**src/rtl/ni_input_unit_pkg.sv**
```systemverilog
// Packet constants and helpers shared by the NI receive path.
//   ROUTER_*        : router flit layout {info[35:32], addr[31:16], data[15:0]}
//   INFO_*          : packet class codes carried in the info field
//   TOT_FIFO_DEPTH  : upstream credit count at reset (= NI input FIFO depth)
//   pe_act_no()     : activation index carried in addr[11:6]
package ni_input_unit_pkg;
  localparam int ROUTER_WIDTH      = 36;
  localparam int ROUTER_ADDR_WIDTH = 16;
  localparam int ROUTER_INFO_WIDTH = 4;
  localparam int PE_DATA_BUS       = 16;
  localparam int PE_ACT_NO_BUS     = 6;
  localparam int PE_IDX_W          = 6;
  localparam int TOT_FIFO_DEPTH    = 4;

  typedef enum logic [ROUTER_INFO_WIDTH-1:0] {
    INFO_BROADCAST     = 4'd1,
    INFO_UV            = 4'd2,
    INFO_FIN_BROADCAST = 4'd3,
    INFO_FIN_COMP      = 4'd4,
    INFO_READ          = 4'd5
  } info_e;

  typedef struct packed {
    logic [ROUTER_INFO_WIDTH-1:0] info;
    logic [ROUTER_ADDR_WIDTH-1:0] addr;
    logic [PE_DATA_BUS-1:0]       data;
  } pkt_t;

  function automatic logic [PE_ACT_NO_BUS-1:0] pe_act_no(input logic [ROUTER_ADDR_WIDTH-1:0] addr);
    return addr[11:6];
  endfunction
endpackage

```
**src/rtl/ni_input_unit_if.sv**
```systemverilog
// Router/PE-facing bundle of the NI input unit.
//   slave  : the input unit (consumes packets, drives dispatch/credit/error outputs)
//   master : router + PE controller side
interface ni_input_unit_if import ni_input_unit_pkg::*; ();
  logic                         in_data_valid;
  logic [ROUTER_WIDTH-1:0]      in_data;
  logic                         upstream_credit;
  logic                         act_recv_en;
  logic [ROUTER_ADDR_WIDTH-1:0] act_recv_addr;
  logic [PE_DATA_BUS-1:0]       act_recv_data;
  logic                         act_recv_rdy;
  logic                         part_sum_recv_en;
  logic [ROUTER_ADDR_WIDTH-1:0] part_sum_recv_addr;
  logic [PE_DATA_BUS-1:0]       part_sum_recv_data;
  logic                         part_sum_recv_rdy;
  logic                         fin_broadcast;
  logic                         fin_comp_recv;
  logic [PE_IDX_W-1:0]          fin_comp_pe_idx;
  logic                         ni_read_rqst;
  logic [PE_ACT_NO_BUS-1:0]     ni_read_addr;
  logic                         read_rqst_read_en;
  logic                         err_overflow;
  logic                         err_bad_pkt;

  modport slave (
    input  in_data_valid, in_data, act_recv_rdy, part_sum_recv_rdy, read_rqst_read_en,
    output upstream_credit, act_recv_en, act_recv_addr, act_recv_data,
           part_sum_recv_en, part_sum_recv_addr, part_sum_recv_data,
           fin_broadcast, fin_comp_recv, fin_comp_pe_idx,
           ni_read_rqst, ni_read_addr, err_overflow, err_bad_pkt
  );

  modport master (
    output in_data_valid, in_data, act_recv_rdy, part_sum_recv_rdy, read_rqst_read_en,
    input  upstream_credit, act_recv_en, act_recv_addr, act_recv_data,
           part_sum_recv_en, part_sum_recv_addr, part_sum_recv_data,
           fin_broadcast, fin_comp_recv, fin_comp_pe_idx,
           ni_read_rqst, ni_read_addr, err_overflow, err_bad_pkt
  );
endinterface

```
**src/rtl/ni_input_fifo.sv**
```systemverilog
// Synchronous circular FIFO. Caller guarantees push only when not full (or
// popping) and pop only when not empty.
//   clk, rst      : clock, sync active-high reset
//   push/wdata    : write at tail
//   pop           : advance head
//   head          : current head entry (registered storage, read combinationally)
//   count/full/empty : occupancy
module ni_input_fifo #(
  parameter int DEPTH = 4,
  parameter int WIDTH = 36,
  parameter int CNT_W = $clog2(DEPTH + 1)
) (
  input  logic             clk,
  input  logic             rst,
  input  logic             push,
  input  logic [WIDTH-1:0] wdata,
  input  logic             pop,
  output logic [WIDTH-1:0] head,
  output logic [CNT_W-1:0] count,
  output logic             full,
  output logic             empty
);
  localparam int PTR_W = (DEPTH > 1) ? $clog2(DEPTH) : 1;

  logic [WIDTH-1:0] mem [DEPTH];
  logic [PTR_W-1:0] rd_ptr, wr_ptr;

  function automatic logic [PTR_W-1:0] ptr_inc(input logic [PTR_W-1:0] p);
    return (p == PTR_W'(DEPTH - 1)) ? '0 : p + 1'b1;
  endfunction

  // storage carries no reset: stale entries are invisible once count is 0
  always_ff @(posedge clk)
    if (push) mem[wr_ptr] <= wdata;

  always_ff @(posedge clk) begin
    if (rst) begin
      rd_ptr <= '0;
      wr_ptr <= '0;
      count  <= '0;
    end else begin
      if (push) wr_ptr <= ptr_inc(wr_ptr);
      if (pop)  rd_ptr <= ptr_inc(rd_ptr);
      case ({push, pop})
        2'b10:   count <= count + 1'b1;
        2'b01:   count <= count - 1'b1;
        default: count <= count;
      endcase
    end
  end

  assign head  = mem[rd_ptr];
  assign full  = (count == CNT_W'(DEPTH));
  assign empty = (count == '0);
endmodule

```
**src/rtl/ni_input_unit.sv**
```systemverilog
// NI receive side: buffers router packets and dispatches the head to the PE.
//   clk, rst : clock, sync active-high reset
//   PE_IDX   : this PE's index (READ packets must target it)
//   bus      : router input, credit return, PE dispatch handshakes, error flags
// Valid outputs are decoded from the FIFO head and held until the matching
// pop; FIN_* and bad packets pop unconditionally. One credit pulse follows
// every pop.
module ni_input_unit import ni_input_unit_pkg::*; #(
  parameter int FIFO_DEPTH = TOT_FIFO_DEPTH,
  parameter int CNT_WIDTH  = $clog2(FIFO_DEPTH + 1)
) (
  input  logic                clk,
  input  logic                rst,
  input  logic [PE_IDX_W-1:0] PE_IDX,
  ni_input_unit_if.slave      bus
);
  logic [ROUTER_WIDTH-1:0] head_raw;
  logic [CNT_WIDTH-1:0]    fifo_count;
  logic                    fifo_full, fifo_empty;
  logic                    push_ok, pop;
  pkt_t                    head;

  ni_input_fifo #(.DEPTH(FIFO_DEPTH), .WIDTH(ROUTER_WIDTH), .CNT_W(CNT_WIDTH)) u_fifo (
    .clk   (clk),
    .rst   (rst),
    .push  (push_ok),
    .wdata (bus.in_data),
    .pop   (pop),
    .head  (head_raw),
    .count (fifo_count),
    .full  (fifo_full),
    .empty (fifo_empty)
  );

  assign head = pkt_t'(head_raw);

  logic nonempty, rd_match;
  logic is_bc, is_uv, is_rd_any, is_rd, is_fb, is_fc, is_bad;

  assign nonempty = !fifo_empty;
  assign rd_match = (head.addr[5:0] == PE_IDX);

  always_comb begin
    is_bc     = 1'b0;
    is_uv     = 1'b0;
    is_rd_any = 1'b0;
    is_fb     = 1'b0;
    is_fc     = 1'b0;
    is_bad    = 1'b0;
    if (nonempty) begin
      case (head.info)
        INFO_BROADCAST:     is_bc     = 1'b1;
        INFO_UV:            is_uv     = 1'b1;
        INFO_READ:          is_rd_any = 1'b1;
        INFO_FIN_BROADCAST: is_fb     = 1'b1;
        INFO_FIN_COMP:      is_fc     = 1'b1;
        default:            is_bad    = 1'b1;
      endcase
      // a READ aimed at another PE is misrouted and treated as garbage
      if (is_rd_any && !rd_match) is_bad = 1'b1;
    end
  end

  assign is_rd = is_rd_any && rd_match;

  assign pop = (is_bc && bus.act_recv_rdy) ||
               (is_uv && bus.part_sum_recv_rdy) ||
               (is_rd && bus.read_rqst_read_en) ||
               is_fb || is_fc || is_bad;

  // a full FIFO can still accept when the head leaves in the same cycle
  assign push_ok = bus.in_data_valid && (!fifo_full || pop);

  // fields are gated so idle outputs read as zero
  assign bus.act_recv_en        = is_bc;
  assign bus.act_recv_addr      = is_bc ? head.addr : '0;
  assign bus.act_recv_data      = is_bc ? head.data : '0;
  assign bus.part_sum_recv_en   = is_uv;
  assign bus.part_sum_recv_addr = is_uv ? head.addr : '0;
  assign bus.part_sum_recv_data = is_uv ? head.data : '0;
  assign bus.ni_read_rqst       = is_rd;
  assign bus.ni_read_addr       = is_rd ? pe_act_no(head.addr) : '0;

  logic                credit_q, fin_b_q, fin_c_q, err_ovf_q, err_bad_q;
  logic [PE_IDX_W-1:0] fin_idx_q;

  always_ff @(posedge clk) begin
    if (rst) begin
      credit_q  <= 1'b0;
      fin_b_q   <= 1'b0;
      fin_c_q   <= 1'b0;
      fin_idx_q <= '0;
      err_ovf_q <= 1'b0;
      err_bad_q <= 1'b0;
    end else begin
      credit_q <= pop;
      fin_b_q  <= is_fb;
      fin_c_q  <= is_fc;
      if (is_fc) fin_idx_q <= head.data[PE_IDX_W-1:0];
      if (bus.in_data_valid && !pop && fifo_count == CNT_WIDTH'(FIFO_DEPTH)) err_ovf_q <= 1'b1;
      if (is_bad) err_bad_q <= 1'b1;
    end
  end

  assign bus.upstream_credit = credit_q;
  assign bus.fin_broadcast   = fin_b_q;
  assign bus.fin_comp_recv   = fin_c_q;
  assign bus.fin_comp_pe_idx = fin_idx_q;
  assign bus.err_overflow    = err_ovf_q;
  assign bus.err_bad_pkt     = err_bad_q;
endmodule

```
**src/flat_wrapper.sv**
```systemverilog
// flat-port wrapper written by rule: the top's interface ports become plain ports
module ni_input_unit_flat import ni_input_unit_pkg::*;
#(
  parameter int FIFO_DEPTH = TOT_FIFO_DEPTH,
  parameter int CNT_WIDTH  = $clog2(FIFO_DEPTH + 1)
)
  (clk, rst, PE_IDX, bus_in_data_valid, bus_in_data, bus_act_recv_rdy, bus_part_sum_recv_rdy, bus_read_rqst_read_en, bus_upstream_credit, bus_act_recv_en, bus_act_recv_addr, bus_act_recv_data, bus_part_sum_recv_en, bus_part_sum_recv_addr, bus_part_sum_recv_data, bus_fin_broadcast, bus_fin_comp_recv, bus_fin_comp_pe_idx, bus_ni_read_rqst, bus_ni_read_addr, bus_err_overflow, bus_err_bad_pkt);
  ni_input_unit_if bus_i ();
  input  logic clk;
  input  logic rst;
  input  logic [PE_IDX_W-1:0] PE_IDX;
  input wire logic [$bits(bus_i.in_data_valid)-1:0] bus_in_data_valid;
  input wire logic [$bits(bus_i.in_data)-1:0] bus_in_data;
  input wire logic [$bits(bus_i.act_recv_rdy)-1:0] bus_act_recv_rdy;
  input wire logic [$bits(bus_i.part_sum_recv_rdy)-1:0] bus_part_sum_recv_rdy;
  input wire logic [$bits(bus_i.read_rqst_read_en)-1:0] bus_read_rqst_read_en;
  output wire logic [$bits(bus_i.upstream_credit)-1:0] bus_upstream_credit;
  output wire logic [$bits(bus_i.act_recv_en)-1:0] bus_act_recv_en;
  output wire logic [$bits(bus_i.act_recv_addr)-1:0] bus_act_recv_addr;
  output wire logic [$bits(bus_i.act_recv_data)-1:0] bus_act_recv_data;
  output wire logic [$bits(bus_i.part_sum_recv_en)-1:0] bus_part_sum_recv_en;
  output wire logic [$bits(bus_i.part_sum_recv_addr)-1:0] bus_part_sum_recv_addr;
  output wire logic [$bits(bus_i.part_sum_recv_data)-1:0] bus_part_sum_recv_data;
  output wire logic [$bits(bus_i.fin_broadcast)-1:0] bus_fin_broadcast;
  output wire logic [$bits(bus_i.fin_comp_recv)-1:0] bus_fin_comp_recv;
  output wire logic [$bits(bus_i.fin_comp_pe_idx)-1:0] bus_fin_comp_pe_idx;
  output wire logic [$bits(bus_i.ni_read_rqst)-1:0] bus_ni_read_rqst;
  output wire logic [$bits(bus_i.ni_read_addr)-1:0] bus_ni_read_addr;
  output wire logic [$bits(bus_i.err_overflow)-1:0] bus_err_overflow;
  output wire logic [$bits(bus_i.err_bad_pkt)-1:0] bus_err_bad_pkt;
  assign bus_i.in_data_valid = bus_in_data_valid;
  assign bus_i.in_data = bus_in_data;
  assign bus_i.act_recv_rdy = bus_act_recv_rdy;
  assign bus_i.part_sum_recv_rdy = bus_part_sum_recv_rdy;
  assign bus_i.read_rqst_read_en = bus_read_rqst_read_en;
  assign bus_upstream_credit = bus_i.upstream_credit;
  assign bus_act_recv_en = bus_i.act_recv_en;
  assign bus_act_recv_addr = bus_i.act_recv_addr;
  assign bus_act_recv_data = bus_i.act_recv_data;
  assign bus_part_sum_recv_en = bus_i.part_sum_recv_en;
  assign bus_part_sum_recv_addr = bus_i.part_sum_recv_addr;
  assign bus_part_sum_recv_data = bus_i.part_sum_recv_data;
  assign bus_fin_broadcast = bus_i.fin_broadcast;
  assign bus_fin_comp_recv = bus_i.fin_comp_recv;
  assign bus_fin_comp_pe_idx = bus_i.fin_comp_pe_idx;
  assign bus_ni_read_rqst = bus_i.ni_read_rqst;
  assign bus_ni_read_addr = bus_i.ni_read_addr;
  assign bus_err_overflow = bus_i.err_overflow;
  assign bus_err_bad_pkt = bus_i.err_bad_pkt;
  ni_input_unit #(.FIFO_DEPTH(FIFO_DEPTH), .CNT_WIDTH(CNT_WIDTH)) u_core (.clk(clk), .rst(rst), .PE_IDX(PE_IDX), .bus(bus_i));
endmodule
```
**config.mk**
```make
export PLATFORM = sky130hd
export DESIGN_NAME = ni_input_unit_flat
export DESIGN_NICKNAME = d
export VERILOG_FILES = /design/src/rtl/ni_input_unit_pkg.sv /design/src/rtl/ni_input_unit_if.sv /design/src/rtl/ni_input_fifo.sv /design/src/rtl/ni_input_unit.sv /design/src/flat_wrapper.sv
export SDC_FILE = /design/constraint.sdc
export NUM_CORES = 1
export LEC_CHECK = 0
export BUFFER_PORTS_ARGS = -buffer_cell sky130_fd_sc_hd__buf_2
export CORE_MARGIN = 10
export CORE_UTILIZATION = 55
export DETAILED_ROUTE_END_ITERATION = 12
export PLACE_DENSITY = 0.8
export SLEW_MARGIN = 20
export SYNTH_ARGS = -nofsm -noshare
export SYNTH_HDL_FRONTEND = slang
export SYNTH_HIERARCHICAL = 1
export SYNTH_SLANG_ARGS = --single-unit
```
**constraint.sdc**
```tcl
create_clock -name clk -period 4.8 [get_ports clk]
set_input_delay 1.2 -clock clk [delete_from_list [all_inputs] [get_ports clk]]
set_output_delay 1.2 -clock clk [all_outputs]
set_load 0.005 [all_outputs]
```
== Word level (Yosys, flattened, before mapping) ==
Memories as Yosys holds them, arrays and structs flattened. A register that Yosys moved wholly into a read port is not among the register bits.
Index checks and enable logic that the tools add are counted.
Operators by class
  add/sub/neg operators: 4
  equality and inequality tests: 11
  reductions and logical operators: 20
  multiplexer cells: 26
Operators by type and width (number)
  2-to-1 mux 16 bit: 4
  2-to-1 mux 1 bit: 16
  == test 4 x 2 -> 1 bit, second input constant: 2
  == test 4 x 3 -> 1 bit, second input constant: 2
  logical AND 1 bit: 8
  2-to-1 mux 2 bit: 4
  == test 2 bit, second input constant: 3
  == test 6 bit: 1
  logical OR 1 bit: 6
  2-to-1 mux 6 bit: 1
  case mux 3 bit (2 select lines): 1
  OR reduction 5 bit: 1
  adder 2 x 1 -> 2 bit, second input constant: 2
  == test 4 x 1 -> 1 bit, second input constant: 1
  adder 3 x 1 -> 3 bit, second input constant: 1
  == test 3 bit, second input constant: 1
  logical NOT 1 bit: 3
  logical NOT 3 bit: 1
  subtractor 3 x 1 -> 3 bit, second input constant: 1
  == test 2 x 1 -> 1 bit, second input constant: 1
  nonzero test 2 bit: 1
Storage, ports and cells
  flip-flop bits (word level): 18
  logic and storage cells: 71
  output and inout bits: 84
  memories kept: 1
  input port bits: 48
  bits in writable memories: 144
Memory list
  u_core.u_fifo.mem: depth 4, width 36, read ports 1, clocked after Yosys merged registers in 1, wr ports 1, line ni_input_fifo.sv:25  | logic [WIDTH-1:0] mem [DEPTH];

== Longest topological paths before layout ==
Gate-level depths: netlist (run 1).
  word-level depth: 14
  depth in mapped cells: 15

== By module ==
The synthesis (run 1) kept the hierarchy.
Modules (own cells, without submodules)
  ni_input_fifo: cells an instance 236, area each 5696.7 µm², sequential area each 4504.3 µm², instances 1
  ni_input_unit: cells an instance 141, area each 1113.6 µm², sequential area each 220.2 µm², instances 1

== Worst setup path before layout (run 1) ==
Ideal clock, no wire load.
  kind: register to register
  from: register with a tool-made name
  to: memory u_core.u_fifo.mem[0][0], enable pin
  buffers on the path: 1
  setup slack: 1.363 ns
  stages on the path, launching flop included: 8
  period minus slack after synthesis: 3.437 ns
  arrival time: 3.041 ns
  setup time: 0.397 ns
  data required time: 4.403 ns
  cell sequence: dfxtp_1 buf_6 mux4_1 nor2_1 and3_2 o31ai_2 a31oi_1 and2_1
RTL lines (line)
  to (decl): ni_input_fifo.sv:25

==> impl_metrics.yaml, run 1 <==
outcome:
  status: "completed"
power:
  irDropWorstVdd_v: 0.000294
  leakage_nw: 3.24
  p_per_area_nw_per_um2: 507
hold_path:
  holdPathStages: 2
  min_to: "u_core/bus.fin_comp_pe_idx[5]"
  min_from: "u_core/bus.fin_comp_pe_idx[5]"
  hold_path.class: "register to register"
clock_tree:
  cts_buffers: 17
  cts_resized: 0
  cts_max_level: 4
  cts_tree: "done"
  clock_sinks: 164
  clkLatencyLatePin_ns: 0.42
  clockBufferDepth: 2
  post_cts_buffers: 0
  cts.clk_slew.worst_paths_ns: 0.06
  cts-root-buf: "clkbuf_16"
  holdBufCountCts: 0
critical_path:
  path_common_cell: "buf_4"
  r2r_setup_slack_ns: 0.74
  crit_slowest_cell: "dfxtp_2"
  path_max_fanout: 17
  crit_required_ns: 3.60
  rr_worst_depth: 13
  r2r-end: "u_core/u_fifo/count[2]"
  critPathArrivalTime_ns: 3.09
  crit_path_start_kind: "register"
  cp_top_family: "flip-flops"
  crit_chain: "buf_4 > mux4_2 > nor4_4 > buf_4 > and2_1 > buf_2"
  path_buf_inv: 3
  path_class: "register to output port"
  critPathMaxStageDelay_ns: 0.69
  cp-end-kind: "output port"
logic_synthesis:
  syn_area_per_cell_um2: 18.1
  synth_cells: 377
  ys_ff_latch: 164
  synth_xor_area_frac: 0.0103
  synth_fa_ha_area_frac: 0.0140
  netlist_area_um2: 6810
  ys_warn_count: 6
  yosys.area_share.simple: 0.107
  synth.distinct_cells: 41
  ys_seq_area_frac: 0.694
  synth_compound_area_frac: 0.0151
  muxShareOfSynthArea: 0.134
  synth_fp_nets: 432
  synth_top_family_by_area: "multiplexers"
sta:
  fmax_mhz: 233
  final_max_slew_viol_count: 0
  setup_viol: 0
  worst_pin_slew_ns: 0.805
  timing.final.crit_period_ns: 4.29
  maxSlewHeadroom: 0.459
  grt_setup_unrepaired: "false"
  skew_ns: 0.00812
  finalCritPeriodShare: 0.894
  tns_ns: 0
  hold_viol: 0
drt:
  drc_errors: 0
  final_antenna_net_count: 0
  first_iter_violations: 311
  vias_per_cell: 5.28
  routedWlPerCell_um: 20.1
  vias: 3722
  drt-pass1-iter-count: 6
  drt-total-wl_mm: 14.1
run:
  drv_cap: 0
grt:
  grt_use_met3: 0.0636
  gr-total-overflow: 0
  use_met2: 0.275
  grt_pass1_wl_mm: 22.5
  gr-usage-met1: 0.202
  grt_max_degree: 37
  antenna_found_initial: 2
  grt.total_usage: 0.169
  grt_pass1_vias: 4047
  top_usage_layer: "met2"
floorplanning:
  rows: 40
  dieArea_um2: 17200
  die_w_um: 131
  core_um2: 12100
  pin_count: 132
  initial_utilization: 0.565
  die_y_um: 131
cells_and_area:
  final_util: 0.685
  nets: 577
  area_growth_pct: 21.3
  fill_cells: 784
  seqCellArea_um2: 4730
  multi_input_area_um2: 1920
  drive_gt1_frac: 0.422
placed_design:
  place_congestion: 0.777
  dpl.hpwl_mm: 9.68
  port_buffers: 131
final cells by class:
type,instances,share of cell area
Multi-Input combinational cell,186,0.232
Clock inverter,14,0.0194
Sequential cell,164,0.572
Inverter,11,0.00500
Antenna cell,2,0.000606
Tap cell,168,0.0254
Clock buffer,18,0.0519
Timing Repair Buffer,142,0.0939
worst max-delay path by stage:
stage,start,end,slack (ns),depth (start not counted)
2_1_floorplan,register,u_core/u_fifo/mem[0][0],1.36,7
3_3_place_gp,register,u_core/u_fifo/count[2],0.89,13
3_5_place_dp,register,u_core/u_fifo/count[2],0.74,13
4_1_cts,register,bus_act_recv_addr[11],0.40,6
5_1_grt,register,bus_act_recv_addr[0],0.25,6
6_report,register,bus_act_recv_addr[11],0.51,6
worst reg2reg max path: cells and delay by family, from the launching register on:
| family | cells | cell delay [ns] |
|---|---|---|
| compound gates | 4 | 0.91 |
| simple gates | 2 | 0.53 |
| mux | 1 | 0.63 |
| flops | 1 | 0.69 |
| fa+ha+maj | 2 | 0.55 |
| xor+xnor | 1 | 0.18 |
| buf+inv | 3 | 0.49 |
kinds of logic (layout without fill, tap and decap cells):
| family | after synthesis | after routing |
|---|---|---|
| flops | 164 | 164 |
| simple gates | 112 | 112 |
| mux | 44 | 44 |
| buf+inv | 27 | 185 |
| compound gates | 15 | 15 |
| xor+xnor | 8 | 8 |
| fa+ha+maj | 7 | 7 |
| other cells | 0 | 2 |
stage by stage:
step / hold slack, ns / area [um2] / instances / setup slack, ns / power (mW)
6_report: 0.498 / 8260 / 705 / 0.509 / 4.19
5_1_grt: 0.538 / 8260 / 703 / 0.252 / 4.40
4_1_cts: 0.503 / 8260 / 703 / 0.400 / 4.22
3_5_place_dp: 0.489 / 7670 / 671 / 0.735 / 2.88
3_3_place_gp: 0.469 / 7670 / 671 / 0.894 / 2.85
2_1_floorplan: 0.466 / 6810 / 377 / 1.36 / 2.62
Yosys cell counts:
| library cell | count | area [um2] |
|---|---|---|
| mux2i_1 | 8 | 80.1 |
| nor3_1 | 2 | 10.0 |
| nand2b_4 | 1 | 13.8 |
| nand2_1 | 2 | 7.51 |
| buf_12 | 3 | 60.1 |
| nand2b_2 | 1 | 8.76 |
| buf_2 | 5 | 25.0 |
| nor3b_1 | 2 | 15.0 |
| clkbuf_2 | 3 | 15.0 |
| xor2_1 | 2 | 17.5 |
| o31ai_2 | 1 | 12.5 |
| inv_1 | 11 | 41.3 |
| and3_1 | 1 | 6.26 |
| dfxtp_1 | 20 | 400 |
| and2b_2 | 2 | 17.5 |
| ha_1 | 6 | 75.1 |
| or3_1 | 1 | 6.26 |
| and2_1 | 68 | 425 |
| and4_1 | 1 | 8.76 |
| clkbuf_1 | 3 | 11.3 |
| buf_6 | 2 | 22.5 |
| nand4_1 | 1 | 6.26 |
| a211o_2 | 1 | 10.0 |
| o32a_1 | 1 | 10.0 |
| mux4_1 | 6 | 158 |
| and2_2 | 6 | 45.0 |
| mux4_2 | 30 | 676 |
| nor4b_1 | 1 | 8.76 |
| edfxtp_1 | 144 | 4320 |
| xnor2_1 | 6 | 52.6 |
| nor3_4 | 1 | 16.3 |
| a32o_1 | 1 | 10.0 |
| nand3_2 | 2 | 20.0 |
| o21ai_0 | 2 | 10.0 |
| fa_1 | 1 | 20.0 |
| o21ai_2 | 1 | 8.76 |
| a21oi_1 | 7 | 35.0 |
| nor4_4 | 2 | 42.5 |
| and3_2 | 1 | 7.51 |
| a31oi_1 | 1 | 6.26 |
| nor2_1 | 17 | 63.8 |
routing by layer:
| metal | wire (um) | up-vias |
|---|---|---|
| met2 | 7160 | 135 |
| met1 | 5570 | 1832 |
| met4 | 236 | 0 |
| met3 | 1170 | 17 |
| li1 | - | 1738 |
| met5 | 0 | - |
cells in the final DEF, fill, tap and decap left out, types with 3 or more instances in the layout:
master,Yosys,layout
edfxtp_1,144,144
buf_2,5,131
and2_1,68,64
mux4_2,30,30
dfxtp_1,20,18
clkbuf_16,0,17
nor2_1,17,17
inv_1,11,11
and2_2,6,10
buf_4,0,8
mux2i_1,8,8
a21oi_1,7,7
xnor2_1,6,6
mux4_1,6,6
ha_1,6,6
clkinv_2,0,4
bufinv_16,0,3
buf_12,3,3
power breakdown:
part / leakage [nW] / switching, mW / internal [mW] / total, mW
sequential: 1.49 / 0.111 / 1.70 / 1.81
clock: 0.289 / 0.527 / 0.814 / 1.34
combinational: 1.47 / 0.542 / 0.500 / 1.04
total: 3.24 / 1.18 / 3.01 / 4.19
sequential cells by signal (all words and copies together), names as in the netlist, named ones only:
signal / count
u_core/bus.fin_comp_pe_idx: 6
u_core/u_fifo/rd_ptr: 2
u_core/bus.upstream_credit: 1
u_core/u_fifo/mem: 144
u_core/bus.err_bad_pkt: 1
u_core/u_fifo/wr_ptr: 2
u_core/bus.err_overflow: 1
u_core/u_fifo/count: 3
u_core/bus.fin_broadcast: 1
u_core/bus.fin_comp_recv: 1
Power figures use the tool's default switching activity.
==> run 2: changes to the inputs <==
--- a/config.mk
+++ b/config.mk
@@ -7,9 +7,9 @@
 export LEC_CHECK = 0
 export BUFFER_PORTS_ARGS = -buffer_cell sky130_fd_sc_hd__buf_2
 export CORE_MARGIN = 10
-export CORE_UTILIZATION = 55
+export CORE_UTILIZATION = 50
 export DETAILED_ROUTE_END_ITERATION = 12
-export PLACE_DENSITY = 0.8
+export PLACE_DENSITY = 0.77
 export SLEW_MARGIN = 20
 export SYNTH_ARGS = -nofsm -noshare
 export SYNTH_HDL_FRONTEND = slang
==> constraint.sdc (replaced) <==
create_clock -name clk -period 3.9 [get_ports clk]
set_input_delay 0.975 -clock clk [delete_from_list [all_inputs] [get_ports clk]]
set_output_delay 0.975 -clock clk [all_outputs]
set_load 0.005 [all_outputs]
==> impl_metrics.yaml, run 2 (synthesis gave the netlist of run 1 again) <==
outcome:
  status: "completed"
sta:
  maxSlewHeadroom: 0.398
  final.setup.worst_slack_ns: 0.154
  hold_slack_ns: 0.487
  worst_pin_slew_ns: 0.896
  tns_ns: 0
  timing.final.crit_period_ns: 3.75
  hold_viol: 0
  finalCritPeriodShare: 0.960
  setup_viol: 0
  skew_ns: 0.00925
  final_max_slew_viol_count: 0
  grt_setup_unrepaired: "false"
  fmax_mhz: 267
placed_design:
  pre_cts_ws_ns: 0.257
  place_congestion: 0.749
  place_inst: 685
  place_area_um2: 7710
  dpl.hpwl_mm: 10.1
  port_buffers: 131
power:
  power_frac_comb: 0.270
  p_int_mw: 3.75
  power_switching_mw: 1.48
  p_per_area_nw_per_um2: 626
  clkPwrFrac: 0.315
  total_power_mw: 5.23
  power_frac_seq: 0.415
  irDropWorstVdd_v: 0.000421
  leakage_nw: 3.28
  switching_share: 0.283
cells_and_area:
  final_cells: 720
  area_growth_pct: 22.6
  seqCellArea_um2: 4730
  largest_reg_flops: 144
  nets: 586
  layout.cells.most_common: "edfxtp_1"
  final_util: 0.628
  fill_cells: 950
  multi_input_area_um2: 1930
  design_area_um2: 8350
  largest-register: "u_core/u_fifo/mem"
  drive_gt1_frac: 0.436
  final_cell_mix: "edfxtp_1 (144), buf_2 (131), and2_1 (64)"
drt:
  routedWlPerCell_um: 20.4
  drt-total-wl_mm: 14.7
  final_antenna_net_count: 0
  drc_errors: 0
  vias: 3852
  drt-pass1-iter-count: 5
  first_iter_violations: 304
  vias_per_cell: 5.35
floorplanning:
  rows: 42
  die_w_um: 137
  die_y_um: 137
  core_um2: 13300
  dieArea_um2: 18700
  initial_utilization: 0.512
  pin_count: 132
clock_tree:
  cts_buffers: 17
  cts_max_level: 4
  clkLatencyLatePin_ns: 0.42
  clock_sinks: 164
  holdBufCountCts: 0
  cts_tree: "done"
  cts-root-buf: "clkbuf_16"
  cts.clk_slew.worst_paths_ns: 0.06
  clockBufferDepth: 2
grt:
  antenna_found_initial: 3
  grt_pass1_vias: 4118
  grt_pass1_wl_mm: 22.6
  grt_max_degree: 28
  gr-total-overflow: 0
  grt.total_usage: 0.163
critical_path:
  crit_required_ns: 2.92
  path_max_fanout: 13
  critPathArrivalTime_ns: 2.77
  path_class: "register to output port"
  critPathMaxStageDelay_ns: 0.63
  crit_path_start_kind: "register"
  crit_slowest_cell: "mux4_2"
  cp_top_family: "simple AND/OR/NAND/NOR gates"
  cp-end-kind: "output port"
  crit_chain: "buf_6 > mux4_2 > nand2b_4 > nor4_4 > buf_4 > and2_1 > buf_2"
  path_buf_inv: 3
hold_path:
  hold_path.class: "register to register"
run:
  drv_cap: 0
==> run 2: worst paths after layout <==
kind	depth (start not counted)	slack [ns]	to	startpoint
hold reg to reg	1	0.49	u_core/bus.err_overflow	u_core/bus.err_overflow
hold / removal	1	0.49	u_core/bus.err_overflow	u_core/bus.err_overflow
setup / recovery	7	0.15	bus_part_sum_recv_addr[0]	register
setup reg to reg	13	0.34	u_core/u_fifo/count[2]	register
==> run 2: cell type report <==
class | instances | area share
diodes | 1 | 0.000300
clock buffers | 17 | 0.0509
clock inverters | 14 | 0.0195
inverters | 11 | 0.00494
multi-input cells | 186 | 0.231
flip-flops and latches | 164 | 0.566
well taps | 176 | 0.0264
repair buffers | 151 | 0.101
==> run 2: repair_timing <==
| item | CTS | global route |
|---|---|---|
| gates resized for setup | 0 | 6 |
| setup endpoints to repair | 16 | 56 |
| pin swaps | 1 | 2 |
| buffers inserted | 1 | 2 |
| gates cloned | 0 | 0 |
==> run 2: power groups by stage <==
stage / registers (mW) / clock network, mW / logic (mW)
2_1_floorplan: 2.16 / 0 / 1.06
3_3_place_gp: 2.19 / 0 / 1.34
3_5_place_dp: 2.21 / 0 / 1.39
4_1_cts: 2.17 / 1.68 / 1.40
5_1_grt: 2.19 / 1.76 / 1.54
6_report: 2.17 / 1.65 / 1.41
==> run 2: per-layer routing <==
metal  track usage  part of all wire
met1         0.188              0.40
met2         0.271              0.50
met3        0.0634             0.086
met4        0.0568             0.013
met5             0                 0
==> run 3: changes to the inputs <==
--- a/config.mk
+++ b/config.mk
@@ -5,6 +5,8 @@
 export SDC_FILE = /design/constraint.sdc
 export NUM_CORES = 1
 export LEC_CHECK = 0
+export ABC_AREA = 1
+export ABC_CLOCK_PERIOD_IN_PS = 3900
 export BUFFER_PORTS_ARGS = -buffer_cell sky130_fd_sc_hd__buf_2
 export CORE_MARGIN = 10
 export CORE_UTILIZATION = 50
==> impl_metrics.yaml, run 3 <==
grt:
  grt_pass1_wl_mm: 26.3
  antenna_found_initial: 2
  grt_pass1_vias: 5011
  grt_max_degree: 44
  grt.total_usage: 0.182
  gr-total-overflow: 0
sta:
  final.setup.worst_slack_ns: 0.182
  maxSlewHeadroom: 0.619
  worst_pin_slew_ns: 0.571
  final_max_slew_viol_count: 0
  hold_viol: 0
  tns_ns: 0
  setup_viol: 0
  timing.final.crit_period_ns: 3.72
  skew_ns: 0.00738
  fmax_mhz: 269
  finalCritPeriodShare: 0.953
cells_and_area:
  drive_gt1_frac: 0.258
  final_cell_mix: "nor2_1 (159), edfxtp_1 (144), buf_2 (131)"
  largest_reg_flops: 144
  design_area_um2: 8410
  layout.cells.most_common: "nor2_1"
  area_growth_pct: 21.3
  final_util: 0.628
  largest-register: "u_core/u_fifo/mem"
  nets: 821
critical_path:
  r2r-end: "u_core/u_fifo/count[2]"
  critPathArrivalTime_ns: 2.74
  path_class: "register to output port"
  crit_slowest_cell: "dfxtp_4"
  cp_top_family: "simple AND/OR/NAND/NOR gates"
  path_depth: 10
  r2r_setup_slack_ns: 0.33
  path_max_fanout: 43
  crit_chain: "clkinv_8 > o21ai_0 > o22ai_1 > inv_2 > nand2_1 > nor3_2 > nand2_4 > buf_4 > nor2_1 > buf_2"
  rr_worst_depth: 22
  path_buf_inv: 4
  crit_required_ns: 2.92
  critPathMaxStageDelay_ns: 0.51
  cp-end-kind: "output port"
  crit_path_start_kind: "register"
power:
  p_per_area_nw_per_um2: 662
  p_int_mw: 3.69
  power_frac_seq: 0.395
  clkPwrFrac: 0.303
  irDropWorstVdd_v: 0.000372
  switching_share: 0.337
  power_switching_mw: 1.88
  power_frac_comb: 0.303
  total_power_mw: 5.57
  leakage_nw: 3.58
logic_synthesis:
  netlist_area_um2: 6940
  synth_fa_ha_area_frac: 0.0137
  ys.flop_type: "edfxtp_1"
  muxShareOfSynthArea: 0
  ys_ff_latch: 164
  synth-async-reset-ratio: 0
  synth_cells: 629
  ys_warn_count: 6
  synth_fp_nets: 684
  ys_seq_area_frac: 0.681
  synth_compound_area_frac: 0.0998
  synth_xor_area_frac: 0.00126
  syn_area_per_cell_um2: 11.0
  synth_top_family_by_area: "simple AND/OR/NAND/NOR gates"
  synth_top_area_share: 0.623
  yosysMostFrequentCell: "nor2_1"
  yosysTopAreaCell: "edfxtp_1"
  yosys.area_share.simple: 0.135
  synth_edf_count: 144
  synth_commonest_cells: "nor2_1 (159), edfxtp_1 (144), o21ai_1 (60)"
  synth.distinct_cells: 30
  ys_top_cells_by_area: "edfxtp_1 (62%), nor2_1 (8.6%), dfxtp_1 (5.8%)"
drt:
  drc_errors: 0
  drt-pass1-iter-count: 5
  wl_met1_mm: 6.86
  vias: 5090
  first_iter_violations: 451
  wl_met3_mm: 1.60
  drt-total-wl_mm: 17.3
  vias_per_cell: 5.32
  final_antenna_net_count: 0
  highest_layer: "met5"
  met2_length_mm: 8.50
  routedWlPerCell_um: 18.1
outcome:
  status: "completed"
clock_tree:
  holdBufCountCts: 0
  cts_max_level: 4
  cts_buffers: 17
  cts_tree: "done"
  clockBufferDepth: 2
  clkLatencyLatePin_ns: 0.43
  cts-root-buf: "clkbuf_16"
  cts.clk_slew.worst_paths_ns: 0.06
  clock_sinks: 164
hold_path:
  min_from: "u_core/bus.err_overflow"
  min_to: "u_core/bus.err_overflow"
  hold_path.class: "register to register"
  holdPathStages: 2
floorplanning:
  core_um2: 13400
  die_y_um: 138
  initial_utilization: 0.518
  dieArea_um2: 19000
  rows: 42
  die_w_um: 138
  pin_count: 132
placed_design:
  place_area_um2: 7760
  dpl.hpwl_mm: 11.4
  port_buffers: 131
  pre_cts_ws_ns: 0.242
  place_congestion: 0.871
run:
  drv_cap: 0
[run 3: through the flow]
stage | hold WS (ns) | cells
floorplan | 0.447 | 629
global placement | 0.443 | 922
detailed placement | 0.453 | 922
CTS | 0.463 | 954
global route | 0.484 | 956
finish | 0.461 | 956
[run 3: cell families (layout without fill, tap and decap cells)]
logic type	after synthesis	in the layout
simple gates	227	227
buf+inv	102	252
xor+xnor	1	1
flops	164	164
compound gates	128	128
fa+ha+maj	7	7
other cells	0	1
[run 3: worst min-delay path, delay by kind of cell, from the launching register on]
family,cells,cell delay [ns]
flip-flops,1,0.31
buffers and inverters,1,0.05
AO/OA/AOI/OAI,1,0.05
[run 3: routing by layer]
layer / global-route usage / vias to the layer above
met5: 0 / -
met4: 0.0678 / 2
met3: 0.0550 / 32
met2: 0.299 / 215
met1: 0.222 / 2411
li1: - / 2430
[run 3: power groups by stage]
stage	Combinational, mW	Clock, mW	Sequential, mW
after floorplan	1.19	0	2.19
final	1.68	1.69	2.20
after CTS	1.63	1.70	2.20
after global placement	1.54	0	2.22
after detailed placement	1.62	0	2.23
after global routing	1.88	1.78	2.21
[run 3: timing repair]
action | in CTS | in global routing
resized for setup | 2 | 7
endpoints found under the setup margin | 31 | 30
pin swaps | 0 | 0
buffers inserted | 0 | 1
[run 3: worst max path at each step]
stage          startpoint                 endpoint  slack, ns
2_1_floorplan    register  u_core/u_fifo/mem[0][0]       0.92
3_3_place_gp     register     bus_act_recv_addr[4]       0.37
3_5_place_dp     register   u_core/u_fifo/count[2]       0.24
4_1_cts          register     bus_act_recv_addr[4]       0.05
5_1_grt          register     bus_act_recv_addr[4]      -0.03
6_report         register     bus_act_recv_addr[4]       0.18
[run 3: area by class of cell]
cell class | instances | area [um2]
Sequential cell | 164 | 4730
Antenna cell | 1 | 2.50
Tap cell | 176 | 220
Clock inverter | 12 | 161
Timing Repair Buffer | 147 | 817
Multi-Input combinational cell | 363 | 1750
Fill cell | 1042 | 4990
Clock buffer | 20 | 437
Inverter | 73 | 292
